File: src/rtl/score_argmax.sv
// Argmax over a frame of signed Q8.8 class scores; result is held on a valid/ready handshake.
// Define SCORE_ARGMAX_RUNNERUP_EN to add the runner-up score and margin outputs.
module score_argmax #(
   parameter int unsigned DATA_W      = 16,
   parameter int unsigned NUM_CLASSES = 10,
   parameter int unsigned IDX_W       = 4
) (
   input  logic              clk,
   input  logic              reset,
   input  logic              in_valid,
   input  logic [DATA_W-1:0] in_data,
   input  logic              in_last,
   output logic              in_ready,
   output logic              out_valid,
   input  logic              out_ready,
   output logic [IDX_W-1:0]  out_class,
   output logic [DATA_W-1:0] out_score,
   output logic              out_err,
`ifdef SCORE_ARGMAX_RUNNERUP_EN
   output logic [DATA_W-1:0] out_second,
   output logic [DATA_W:0]   out_margin,
`endif
   output logic [7:0]        frame_cnt
);

   localparam logic [DATA_W-1:0] MinScore = {1'b1, {(DATA_W-1){1'b0}}};
   localparam logic [IDX_W-1:0]  LastIdx  = IDX_W'(NUM_CLASSES - 1);

   typedef enum logic [0:0] {StAccum, StHold} state_e;

   state_e              r_state;
   state_e              w_state_nxt;
   logic [IDX_W-1:0]    r_cnt;
   logic [DATA_W-1:0]   r_best;
   logic [IDX_W-1:0]    r_idx;
   logic [IDX_W-1:0]    r_out_class;
   logic [DATA_W-1:0]   r_out_score;
   logic                r_out_err;
   logic [7:0]          r_frame_cnt;

   logic                w_accept;
   logic                w_first;
   logic                w_at_last;
   logic                w_gt_best;
   logic                w_close;
   logic                w_err;
   logic                w_out_hs;
   logic [DATA_W-1:0]   w_best_nxt;
   logic [IDX_W-1:0]    w_idx_nxt;

`ifdef SCORE_ARGMAX_RUNNERUP_EN
   logic [DATA_W-1:0]   r_second;
   logic [DATA_W-1:0]   r_out_second;
   logic [DATA_W:0]     r_out_margin;
   logic [DATA_W-1:0]   w_second_nxt;
   logic [DATA_W:0]     w_margin;
`endif

   // Running best including the current beat; beat 0 always seeds the register.
   always_comb begin
      w_accept   = in_valid & (r_state == StAccum);
      w_first    = (r_cnt == '0);
      w_at_last  = (r_cnt == LastIdx);
      w_gt_best  = $signed(in_data) > $signed(r_best);
      w_close    = w_accept & (in_last | w_at_last);
      w_err      = in_last != w_at_last;
      w_out_hs   = (r_state == StHold) & out_ready;
      w_best_nxt = r_best;
      w_idx_nxt  = r_idx;
      if (w_first || w_gt_best) begin
         w_best_nxt = in_data;
         w_idx_nxt  = r_cnt;
      end
   end

`ifdef SCORE_ARGMAX_RUNNERUP_EN
   always_comb begin
      w_second_nxt = r_second;
      if (w_first) begin
         w_second_nxt = MinScore;
      end else if (w_gt_best) begin
         w_second_nxt = r_best;
      end else if ($signed(in_data) > $signed(r_second)) begin
         w_second_nxt = in_data;
      end
      // Sign-extend one bit so the difference of two signed scores never wraps.
      w_margin = {w_best_nxt[DATA_W-1], w_best_nxt} - {w_second_nxt[DATA_W-1], w_second_nxt};
   end
`endif

   always_comb begin
      w_state_nxt = r_state;
      in_ready    = 1'b0;
      out_valid   = 1'b0;
      unique case (r_state)
         StAccum: begin
            in_ready = 1'b1;
            if (w_close) begin
               w_state_nxt = StHold;
            end
         end
         StHold: begin
            out_valid = 1'b1;
            if (out_ready) begin
               w_state_nxt = StAccum;
            end
         end
         default: w_state_nxt = StAccum;
      endcase
   end

   always_ff @(posedge clk) begin
      if (reset) begin
         r_state     <= StAccum;
         r_cnt       <= '0;
         r_best      <= MinScore;
         r_idx       <= '0;
         r_out_class <= '0;
         r_out_score <= '0;
         r_out_err   <= 1'b0;
         r_frame_cnt <= 8'd0;
`ifdef SCORE_ARGMAX_RUNNERUP_EN
         r_second     <= MinScore;
         r_out_second <= MinScore;
         r_out_margin <= '0;
`endif
      end else begin
         r_state <= w_state_nxt;
         if (w_accept) begin
            r_best <= w_best_nxt;
            r_idx  <= w_idx_nxt;
            r_cnt  <= r_cnt + IDX_W'(1);
`ifdef SCORE_ARGMAX_RUNNERUP_EN
            r_second <= w_second_nxt;
`endif
         end
         if (w_close) begin
            r_out_class <= w_idx_nxt;
            r_out_score <= w_best_nxt;
            r_out_err   <= w_err;
`ifdef SCORE_ARGMAX_RUNNERUP_EN
            r_out_second <= w_second_nxt;
            r_out_margin <= w_margin;
`endif
         end
         if (w_out_hs) begin
            r_cnt       <= '0;
            r_frame_cnt <= r_frame_cnt + 8'd1;
         end
      end
   end

   assign out_class = r_out_class;
   assign out_score = r_out_score;
   assign out_err   = r_out_err;
   assign frame_cnt = r_frame_cnt;
`ifdef SCORE_ARGMAX_RUNNERUP_EN
   assign out_second = r_out_second;
   assign out_margin = r_out_margin;
`endif

endmodule
File: config.mk
export PLATFORM = sky130hd
export DESIGN_NAME = score_argmax
export DESIGN_NICKNAME = d
export VERILOG_FILES = /design/src/rtl/score_argmax.sv
export SDC_FILE = /design/constraint.sdc
export NUM_CORES = 1
export LEC_CHECK = 0
export CAP_MARGIN = 20
export CORE_ASPECT_RATIO = 0.8
export CORE_UTILIZATION = 40
export CTS_BUF_LIST = sky130_fd_sc_hd__clkbuf_8
export CTS_CLUSTER_DIAMETER = 60
export DETAILED_ROUTE_END_ITERATION = 10
export DONT_BUFFER_PORTS = 1
export PLACE_DENSITY_LB_ADDON = 0.2
export SLEW_MARGIN = 40
export SYNTH_ARGS = -nofsm -noshare
export SYNTH_HDL_FRONTEND = slang
export SYNTH_SLANG_ARGS = --single-unit
File: constraint.sdc
create_clock -name clk -period 3.75 [get_ports clk]
set_input_delay 1.125 -clock clk [delete_from_list [all_inputs] [get_ports clk]]
set_output_delay 1.125 -clock clk [all_outputs]
set_load 0.01 [all_outputs]
==> results.toml, run 1 <==
[cells_and_area]
post-route-cell-area_um2 = 3097
n_antenna_cell = 0
final_layout_size_suffix_gt1_share_pct = 8.721
fin_cells = 431
finalNetCount = 386
final.fill_count = 691
area_delta_synth_final_pct = 7.655

[clocking]
h-tree-depth = 2
cts_setup_buffers = 0
cts_sinks = 54
cts_made_buffers = 5
cts_tree = "built"
hold_buffers = 0
clock_path_buffers = 2
path_clk_slew_ns = 0.09
ctsRootBufferMaster = "clkbuf_8"
insertion_delay_ns = 0.30
cts-resized-gates = 0

[timing]
finClkSkew_ns = 0.006537
fmax_mhz = 315.0
setup_violations = 0
rsz0062_at_grt = "no"
whs_ns = 0.4608
fin_crit_ns = 3.175
finalMaxSlewViolations = 0
min_period_over_period_pct = 84.66
slew_headroom_pct = 49.92
tightest_slew_ns = 0.7488
tns_ns = 0
fin_ws_ns = 0.5754
finalHoldViolCount = 0

[synthesis]
syn-num-nets = 388
ys_warn_count = 0
ys_seq_area_share_pct = 37.58
synth-edff-count = 0
synth.distinct_cells = 45
synth_top_cell_by_area = "dfxtp_1"
async_flop_share_pct = 0
syn_area_um2 = 2877
synth-seq-cells = 54
ys.flop_type = "dfxtp_1"
syn_inst = 346
synthTopCellsByArea = "dfxtp_1 38%, ha_1 9.1%, o21ai_0 8.9%, nand3_1 7.0%, a21oi_1 5.0%"
syn-mean-instance-area_um2 = 8.314
synth_top_area_share_pct = 37.58

[detailed_routing]
wl_um = 6748
ant_nets = 0
drc = 0
drt_pre_antenna_iters = 4
routed-via-count = 2447
vias_per_cell = 5.677
wl_per_cell_um = 15.66
drt_iter0_drc = 132

[place]
dpl.hpwl_um = 4796
place_ws_ns = 0.3210
dp_cells = 424
dpl-instance-area_um2 = 2977
io_buffers = 0
finalWeightedCongestion = 0.7915

[grt]
antenna_found_initial = 0
grt_use_total_pct = 18.66
grt_max_degree = 42
overflow = 0
grt_pass1_wl_um = 11490
grt_pass1_vias = 2356

[floorplanning]
dieArea_um2 = 7537
core_region_area_um2 = 6925
start_util_pct = 41.54
die_h_um = 77.85
dieWidth_um = 96.81
rows = 27
num_io_pins = 52

[setup_path]
r2r-start = "r_best[10]"
r2r_setup_slack_ns = 0.98
critPathMaxFanout = 18
rr_endpoint = "out_score[0]"
cp_data_required_time_ns = 3.92
endpoint_kind = "register"
cp-start-kind = "input pin"
cp.arrival_ns = 3.34
r2r_cells = 8
critical_path_class = "input pin to register"

[power]
ir_worst_vdd_mv = 0.1677
p_comb_share_pct = 19.5
switchingPower_mw = 0.3767
power_density_nw_per_um2 = 419.1
p_seq_share_pct = 50.0
clkPwrFrac_pct = 30.5
switching_share_pct = 29.02
p_int_mw = 0.9211
p_leak_nw = 1.118

[worst_hold_path]
min_path_type = "register to register"
hold_end = "r_idx[2]"
hp-start = "r_idx[2]"
whs_path_depth = 2

[run]
max-cap-violations = 0

[outcome]
outcome = "finished clean"
cell usage after synthesis (2+ instances only):
cell      number
xor2_1         6
clkbuf_1      11
nand2_1       10
xnor2_1        4
ha_1          21
buf_6          2
o21ai_0       51
a21o_1         2
o21bai_1       2
o211ai_1       3
o21ai_1        8
nor2b_1        2
or4b_1         2
a31oi_1       20
nor4_1         2
buf_2          5
nand3_1       40
nor2_1        17
nand4_1        6
inv_1         25
a21oi_1       29
nor3_2         2
dfxtp_1       54
critical path: stages:
cell and delay, ns:
ha_1 0.30, nand4_1 0.28, nor4_1 0.46, o21bai_1 0.21, or3_1 0.65, nand3_1 0.21
a31oi_1 0.10
metrics by stage:
step	power, mW	util [%]
2_1_floorplan	0.8505	-
3_3_place_gp	0.9074	42.87
3_5_place_dp	0.9135	42.98
4_1_cts	1.316	44.61
5_1_grt	1.376	44.72
6_report	1.298	44.72
cell usage in the layout, fill, tap and decap left out, drive strengths merged, types with 2 or more instances in the layout:
master,Yosys,routed
a21oi,31,31
inv,25,25
buf,8,11
a21o,2,2
nand2,10,10
nor3,3,3
xor2,6,6
nor2b,2,2
nand4,7,7
o211ai,4,4
o21bai,2,2
nor2,17,17
clkbuf,12,6
o21ai,60,60
or4b,2,2
dfxtp,54,54
a211oi,2,2
nand3,40,40
a31oi,20,20
xnor2,4,4
or4,2,2
nor4,2,2
ha,21,21
sequential cells by signal (all words and copies together) (netlist names):
signal	cells
r_cnt	4
out_class	4
r_best	16
frame_cnt	8
out_score	16
r_idx	4
r_state	1
out_err	1
layer usage:
| metal | vias up | GRT usage [%] | part of all wire [%] |
|---|---|---|---|
| met5 | - | 0 | 0 |
| li1 | 1256 | - | - |
| met1 | 1099 | 26.73 | 48 |
| met4 | 0 | 5.821 | 1.1 |
| met3 | 7 | 4.234 | 8.3 |
| met2 | 85 | 27.61 | 43 |
power by group through the flow:
stage / sequential (mW) / clock [mW] / combinational, mW
finish: 0.648 / 0.396 / 0.254
global route: 0.655 / 0.431 / 0.291
CTS: 0.649 / 0.415 / 0.253
detailed placement: 0.662 / 0 / 0.251
global placement: 0.662 / 0 / 0.246
floorplan: 0.653 / 0 / 0.197
layout make-up:
cell class              count  area [um^2]  area share, %
multi-input cells         247         1618          52.24
flip-flops and latches     54         1081          34.91
well taps                  87        108.9          3.515
inverters                  25        93.84          3.030
clock buffers               6        82.58          2.667
repair buffers             11        82.58          2.667
clock inverters             1        30.03         0.9697
worst max-delay path by stage:
| stage | start | end | slack [ns] | depth (start not counted) |
|---|---|---|---|---|
| 2_1_floorplan | in_data[15] | r_best[4] | 0.65 | 8 |
| 3_3_place_gp | in_data[15] | r_best[11] | 0.28 | 7 |
| 3_5_place_dp | in_data[11] | out_score[1] | 0.32 | 7 |
| 4_1_cts | in_data[11] | out_score[0] | 0.62 | 7 |
| 5_1_grt | in_data[11] | out_score[15] | 0.45 | 7 |
| 6_report | in_data[11] | out_score[0] | 0.58 | 7 |
logic make-up (layout without fill, tap and decap cells):
logic type               count (synthesis)  after routing  synth area share (%)
AO/OA/AOI/OAI                          125            125                 26.19
XOR/XNOR                                10             10                 3.045
adder cells (fa/ha/maj)                 21             21                 9.134
buffers and inverters                   45             43                 6.785
flip-flops                              54             54                 37.58
multiplexers                             1              1                0.3480
AND/OR/NAND/NOR                         90             90                 16.92
Note: power is estimated with default switching activity, not from simulation.
==> inputs of run 2 (changes only) <==
clock period = 2.55 ns   (was 3.75 ns; I/O delays follow)
==> run 2 against run 1 <==
Non-clock buffer count grew 22. Clock-buffer cell count down 1. Core utilization is 7.2 points higher. Power is 58% higher. Die area unchanged. Clock power up 48%. Sequential share of layout area decreased by 4.8 points. Sequential cell count stayed put. Critical path type is now register to register. Critical endpoint is now out_score[4].
==> results.toml, run 2 (synthesized netlist as in run 1, its figures left out) <==
[setup_path]
rr_endpoint = "out_score[4]"
r2r_setup_slack_ns = 0.11
cp_data_required_time_ns = 2.78
cp-start-kind = "register"
endpoint_kind = "register"
r2r-start = "r_best[11]"
critPathMaxFanout = 8
cp.arrival_ns = 2.67
r2r_cells = 10
critical_path_class = "register to register"

[cells_and_area]
mostFrequentLayoutCell = "dfxtp_1"
final_layout_size_suffix_gt1_share_pct = 23.16
final.fill_count = 650
finalNetCount = 408
layout_common_cells = "52 x dfxtp_1, 39 x o21ai_0, 28 x a21oi_1, 28 x nand3_1"
n_antenna_cell = 0
post-route-cell-area_um2 = 3595
fin_util_pct = 51.91
fin_cells = 454
area_delta_synth_final_pct = 24.97

[timing]
fmax_mhz = 409.9
finalMaxSlewViolations = 0
finClkSkew_ns = 0.007552
fin_crit_ns = 2.440
rsz0062_at_grt = "yes"
tightest_slew_ns = 0.4430
setup_violations = 0
min_period_over_period_pct = 95.68
finalHoldViolCount = 0
slew_headroom_pct = 70.37
whs_ns = 0.4619
fin_ws_ns = 0.1101

[clocking]
ctsRootBufferMaster = "clkbuf_8"
clock_path_buffers = 2
path_clk_slew_ns = 0.10
cts_tree = "built"
insertion_delay_ns = 0.31
h-tree-depth = 2
cts_sinks = 54
cts_made_buffers = 5

[detailed_routing]
ant_nets = 0
drt_iter0_drc = 105
drt_pre_antenna_iters = 4
drc = 0
routed-via-count = 2596
highest_layer = "met4"
wl_met2_um = 3437
dr_wl_met3_um = 487
wl_um = 7514
vias_per_cell = 5.718
drt-met1-wl_um = 3539
wl_per_cell_um = 16.55

[floorplanning]
start_util_pct = 41.54
num_io_pins = 52
dieArea_um2 = 7537
rows = 27
dieWidth_um = 96.81
die_h_um = 77.85
core_region_area_um2 = 6925

[power]
power_density_nw_per_um2 = 569.2
p_leak_nw = 1.303
ir_worst_vdd_mv = 0.2112

[worst_hold_path]
whs_path_depth = 2
min_path_type = "register to register"
hp-start = "r_idx[3]"
hold_end = "r_idx[3]"

[grt]
grt_pass1_vias = 2513
grt_max_degree = 31
overflow = 0
grt_use_total_pct = 21.25
antenna_found_initial = 0
grt_pass1_wl_um = 12810

[place]
dpl-instance-area_um2 = 3461
place_ws_ns = -0.1875
dp_cells = 445
finalWeightedCongestion = 0.8289
dpl.hpwl_um = 5505
io_buffers = 0

[run]
max-cap-violations = 0

[outcome]
outcome = "finished clean"
==> run 2: changes by cell type in the layout (fill, tap and decap cells not counted), sizes merged <==
cell,change
clkinvlp,+1
buf,+22
inv,+1
clkbuf,-1
==> run 2: power by group <==
part,leakage (nW),internal [mW],switching (mW),total [mW]
clock,0.0556,0.290,0.296,0.585
combinational,0.804,0.230,0.275,0.505
sequential,0.443,0.901,0.0546,0.956
total,1.30,1.42,0.625,2.05
==> run 2: stage by stage <==
stage                     setup TNS [ns]  power, mW
final                                  0      2.046
after CTS                              0      2.061
after global placement            -4.964      1.461
after global routing           -0.004259      2.171
after floorplan                   -1.484      1.324
after detailed placement          -5.462      1.473
==> run 2: metal layers <==
layer	track usage [%]	up-vias
li1	-	1294
met2	33.73	78
met1	29.43	1220
met4	5.075	0
met3	4.505	4
met5	0	-
==> run 2: layout make-up <==
| class | count | area [um^2] | share of cell area [%] |
|---|---|---|---|
| flip-flops and latches | 54 | 1084 | 30.14 |
| clock buffers | 5 | 68.82 | 1.914 |
| multi-input cells | 247 | 1872 | 52.07 |
| repair buffers | 33 | 326.6 | 9.085 |
| inverters | 25 | 93.84 | 2.611 |
| clock inverters | 3 | 41.29 | 1.149 |
| well taps | 87 | 108.9 | 3.028 |
==> run 2: worst max-delay path by stage <==
| stage | depth (start not counted) | endpoint | slack [ns] | start |
|---|---|---|---|---|
| CTS | 9 | out_score[4] | 0.07 | r_best[6] |
| floorplan | 9 | r_best[0] | -0.08 | in_data[1] |
| global placement | 8 | out_score[15] | -0.17 | in_data[4] |
| global route | 9 | out_score[9] | -0.003 | r_best[14] |
| finish | 10 | out_score[4] | 0.11 | r_best[11] |
| detailed placement | 8 | out_score[4] | -0.19 | in_data[6] |
==> run 2: timing repair <==
action	4_1_cts	5_1_grt
hold buffers	0	0
setup buffers	0	1
hold endpoints to repair	0	0
resized for setup	0	5
setup endpoints to repair	0	22
==> run 2: critical path, stage by stage (launching register included) <==
cell     delay, ns
dfxtp_1       0.37
inv_1         0.08
ha_4          0.27
nand4_1       0.10
buf_4         0.18
or4_4         0.53
a21o_1        0.23
a21oi_4       0.14
buf_4         0.18
o21ai_0       0.09
a31oi_1       0.19
==> inputs of run 3 (changes only) <==
ABC_AREA = 1   (was not set)
==> run 3 against run 2 <==
The run now ends with design-rule violations left. Clock skew is 0.0019 ns higher. Clock power is 14% lower. Clock-buffer cell count is 1 higher. Cell area is 12% lower. Setup slack better by 0.20 ns. Area after synthesis is 2.6% higher. Register-to-register slack better by 0.24 ns. Wire length is 12% lower. Sequential share of layout area is 4.1 points higher. Core utilization is 6.7 points lower. Non-clock buffer count is 24 lower.
==> results.toml, run 3 <==
[timing]
finalMaxSlewViolations = 0
setup_violations = 0
tightest_slew_ns = 0.6204
finClkSkew_ns = 0.009479
fmax_mhz = 447.3
slew_headroom_pct = 58.53
finalHoldViolCount = 0
min_period_over_period_pct = 87.66
rsz0062_at_grt = "no"
fin_crit_ns = 2.235

[clocking]
insertion_delay_ns = 0.31
cts-resized-gates = 0
ctsRootBufferMaster = "clkbuf_8"
cts_sinks = 54
cts_made_buffers = 5
cts_tree = "built"
h-tree-depth = 2
hold_buffers = 0
cts_setup_buffers = 0
path_clk_slew_ns = 0.10
clock_path_buffers = 2

[cells_and_area]
finalNetCount = 464
multi_input_area_um2 = 1504
regArea_um2 = 1081
final_layout_size_suffix_gt1_share_pct = 5.674
final.fill_count = 717
n_antenna_cell = 0
layout_common_cells = "86 x nand2_1, 77 x inv_1, 66 x nand3_1"
area_delta_synth_final_pct = 6.995
post-route-cell-area_um2 = 3158
fin_util_pct = 45.16
mostFrequentLayoutCell = "nand2_1"

[place]
dpl-instance-area_um2 = 3067
dpl.hpwl_um = 4642
io_buffers = 0
finalWeightedCongestion = 0.8133

[floorplanning]
num_io_pins = 52
start_util_pct = 42.21
dieArea_um2 = 7728
rows = 27
core_region_area_um2 = 6993
dieWidth_um = 98.04
die_h_um = 78.83

[detailed_routing]
vias_per_cell = 4.957
ant_nets = 0
drc = 6
drt_iter0_drc = 134
drt_pre_antenna_iters = 7
wl_per_cell_um = 12.90
wl_um = 6581
routed-via-count = 2528

[synthesis]
ys_seq_area_share_pct = 36.63
yosys-top-cells-count = "86 x nand2_1, 76 x inv_1, 66 x nand3_1, 54 x dfxtp_1, 26 x nor2_1"
synth.distinct_cells = 29
ys_warn_count = 0
async_flop_share_pct = 0
synth_top_cell_by_area = "dfxtp_1"
synthTopCellsByArea = "dfxtp_1 37%, nand3_1 11%, nand2_1 11%, inv_1 9.7%, ha_1 8.9%"
synth_top_area_share_pct = 36.63
synth-edff-count = 0
synth-seq-cells = 54
syn_inst = 424
yosysMostFrequentCell = "nand2_1"
syn-num-nets = 466
syn_area_um2 = 2952
ys.flop_type = "dfxtp_1"
syn-mean-instance-area_um2 = 6.961

[power]
report.power.total_mw = 1.910
ir_worst_vdd_mv = 0.2429
p_leak_nw = 1.627
power_density_nw_per_um2 = 604.8

[setup_path]
endpoint_kind = "register"
critPathMaxFanout = 18
cp.arrival_ns = 2.46
cp_data_required_time_ns = 2.77
critical_path_class = "input pin to register"
cp-start-kind = "input pin"

[grt]
grt_max_degree = 29
grt_pass1_vias = 2391
overflow = 0
grt_pass1_wl_um = 11280
antenna_found_initial = 0
grt_use_total_pct = 18.22

[run]
max-cap-violations = 0

[outcome]
outcome = "complete, but fails checks"
failed_checks = "design-rule violations"

[worst_hold_path]
min_path_type = "register to register"
-- run 3: cell count changes in the layout (fill, tap and decap cells not counted), sizes merged, moves of 9 or more --
| cell | previous run | this run |
|---|---|---|
| nand2 | 10 | 89 |
| o21ai | 60 | 8 |
| inv | 26 | 77 |
| nand3 | 40 | 68 |
| buf | 33 | 9 |
| o21a | 0 | 21 |
| a31oi | 20 | 0 |
| nor2 | 17 | 26 |
-- run 3: area by class of cell --
type,instances,area share (%)
Timing Repair Buffer,9,2.536
Tap cell,87,3.447
Inverter,78,9.271
Sequential cell,54,34.23
Clock inverter,2,0.2773
Clock buffer,6,2.615
Multi-Input combinational cell,274,47.62
-- run 3: worst paths after layout --
| kind | from | endpoint | cells past startpoint | slack [ns] |
|---|---|---|---|---|
| max | in_data[15] | out_score[11] | 12 | 0.31 |
| max reg2reg | r_best[15] | out_score[11] | 13 | 0.35 |
| min reg2reg | r_best[15] | r_best[15] | 2 | 0.50 |
| min | r_best[15] | r_best[15] | 2 | 0.50 |
-- run 3: stage by stage --
stage	instances	hold slack, ns	TNS (ns)	setup slack [ns]
2_1_floorplan	424	0.4640	0	0.3240
3_3_place_gp	502	0.4749	0	0.07548
3_5_place_dp	502	0.4799	-0.01009	-0.01009
4_1_cts	510	0.5018	0	0.3320
5_1_grt	510	0.4948	0	0.1508
6_report	510	0.5011	0	0.3145
-- run 3: cell families after synthesis --
family / synth area share [%]
AOI/OAI and AO/OA: 11.74
xor gates and xnor gates: 0.2968
adders and majority gates: 8.902
buffers and inverters: 12.67
DFF: 36.63
and+or+nand+nor: 29.76
-- run 3: power by group --
group          leakage (nW)  switching [mW]  internal [mW]
Clock                0.0524           0.290          0.216
Sequential            0.444          0.0514          0.905
Combinational          1.13           0.280          0.168
Total                  1.63           0.621           1.29
-- run 3: worst max-delay path, cell delays in order --
cell     delay, ns
ha_1          0.38
nand2_2       0.10
nor3_2        0.25
nand2_1       0.12
nand2_1       0.08
nand2_2       0.08
nand3_4       0.14
nand2_4       0.18
nand2_1       0.15
nand3_1       0.09
nand2_1       0.07
inv_1         0.03
-- run 3: metal layers --
| metal | vias up | global-route usage [%] | wire [um] |
|---|---|---|---|
| met5 | - | 0 | 0 |
| li1 | 1348 | - | - |
| met4 | 0 | 4.545 | 57 |
| met2 | 62 | 29.15 | 2728 |
| met1 | 1113 | 23.93 | 3225 |
| met3 | 5 | 5.546 | 569 |
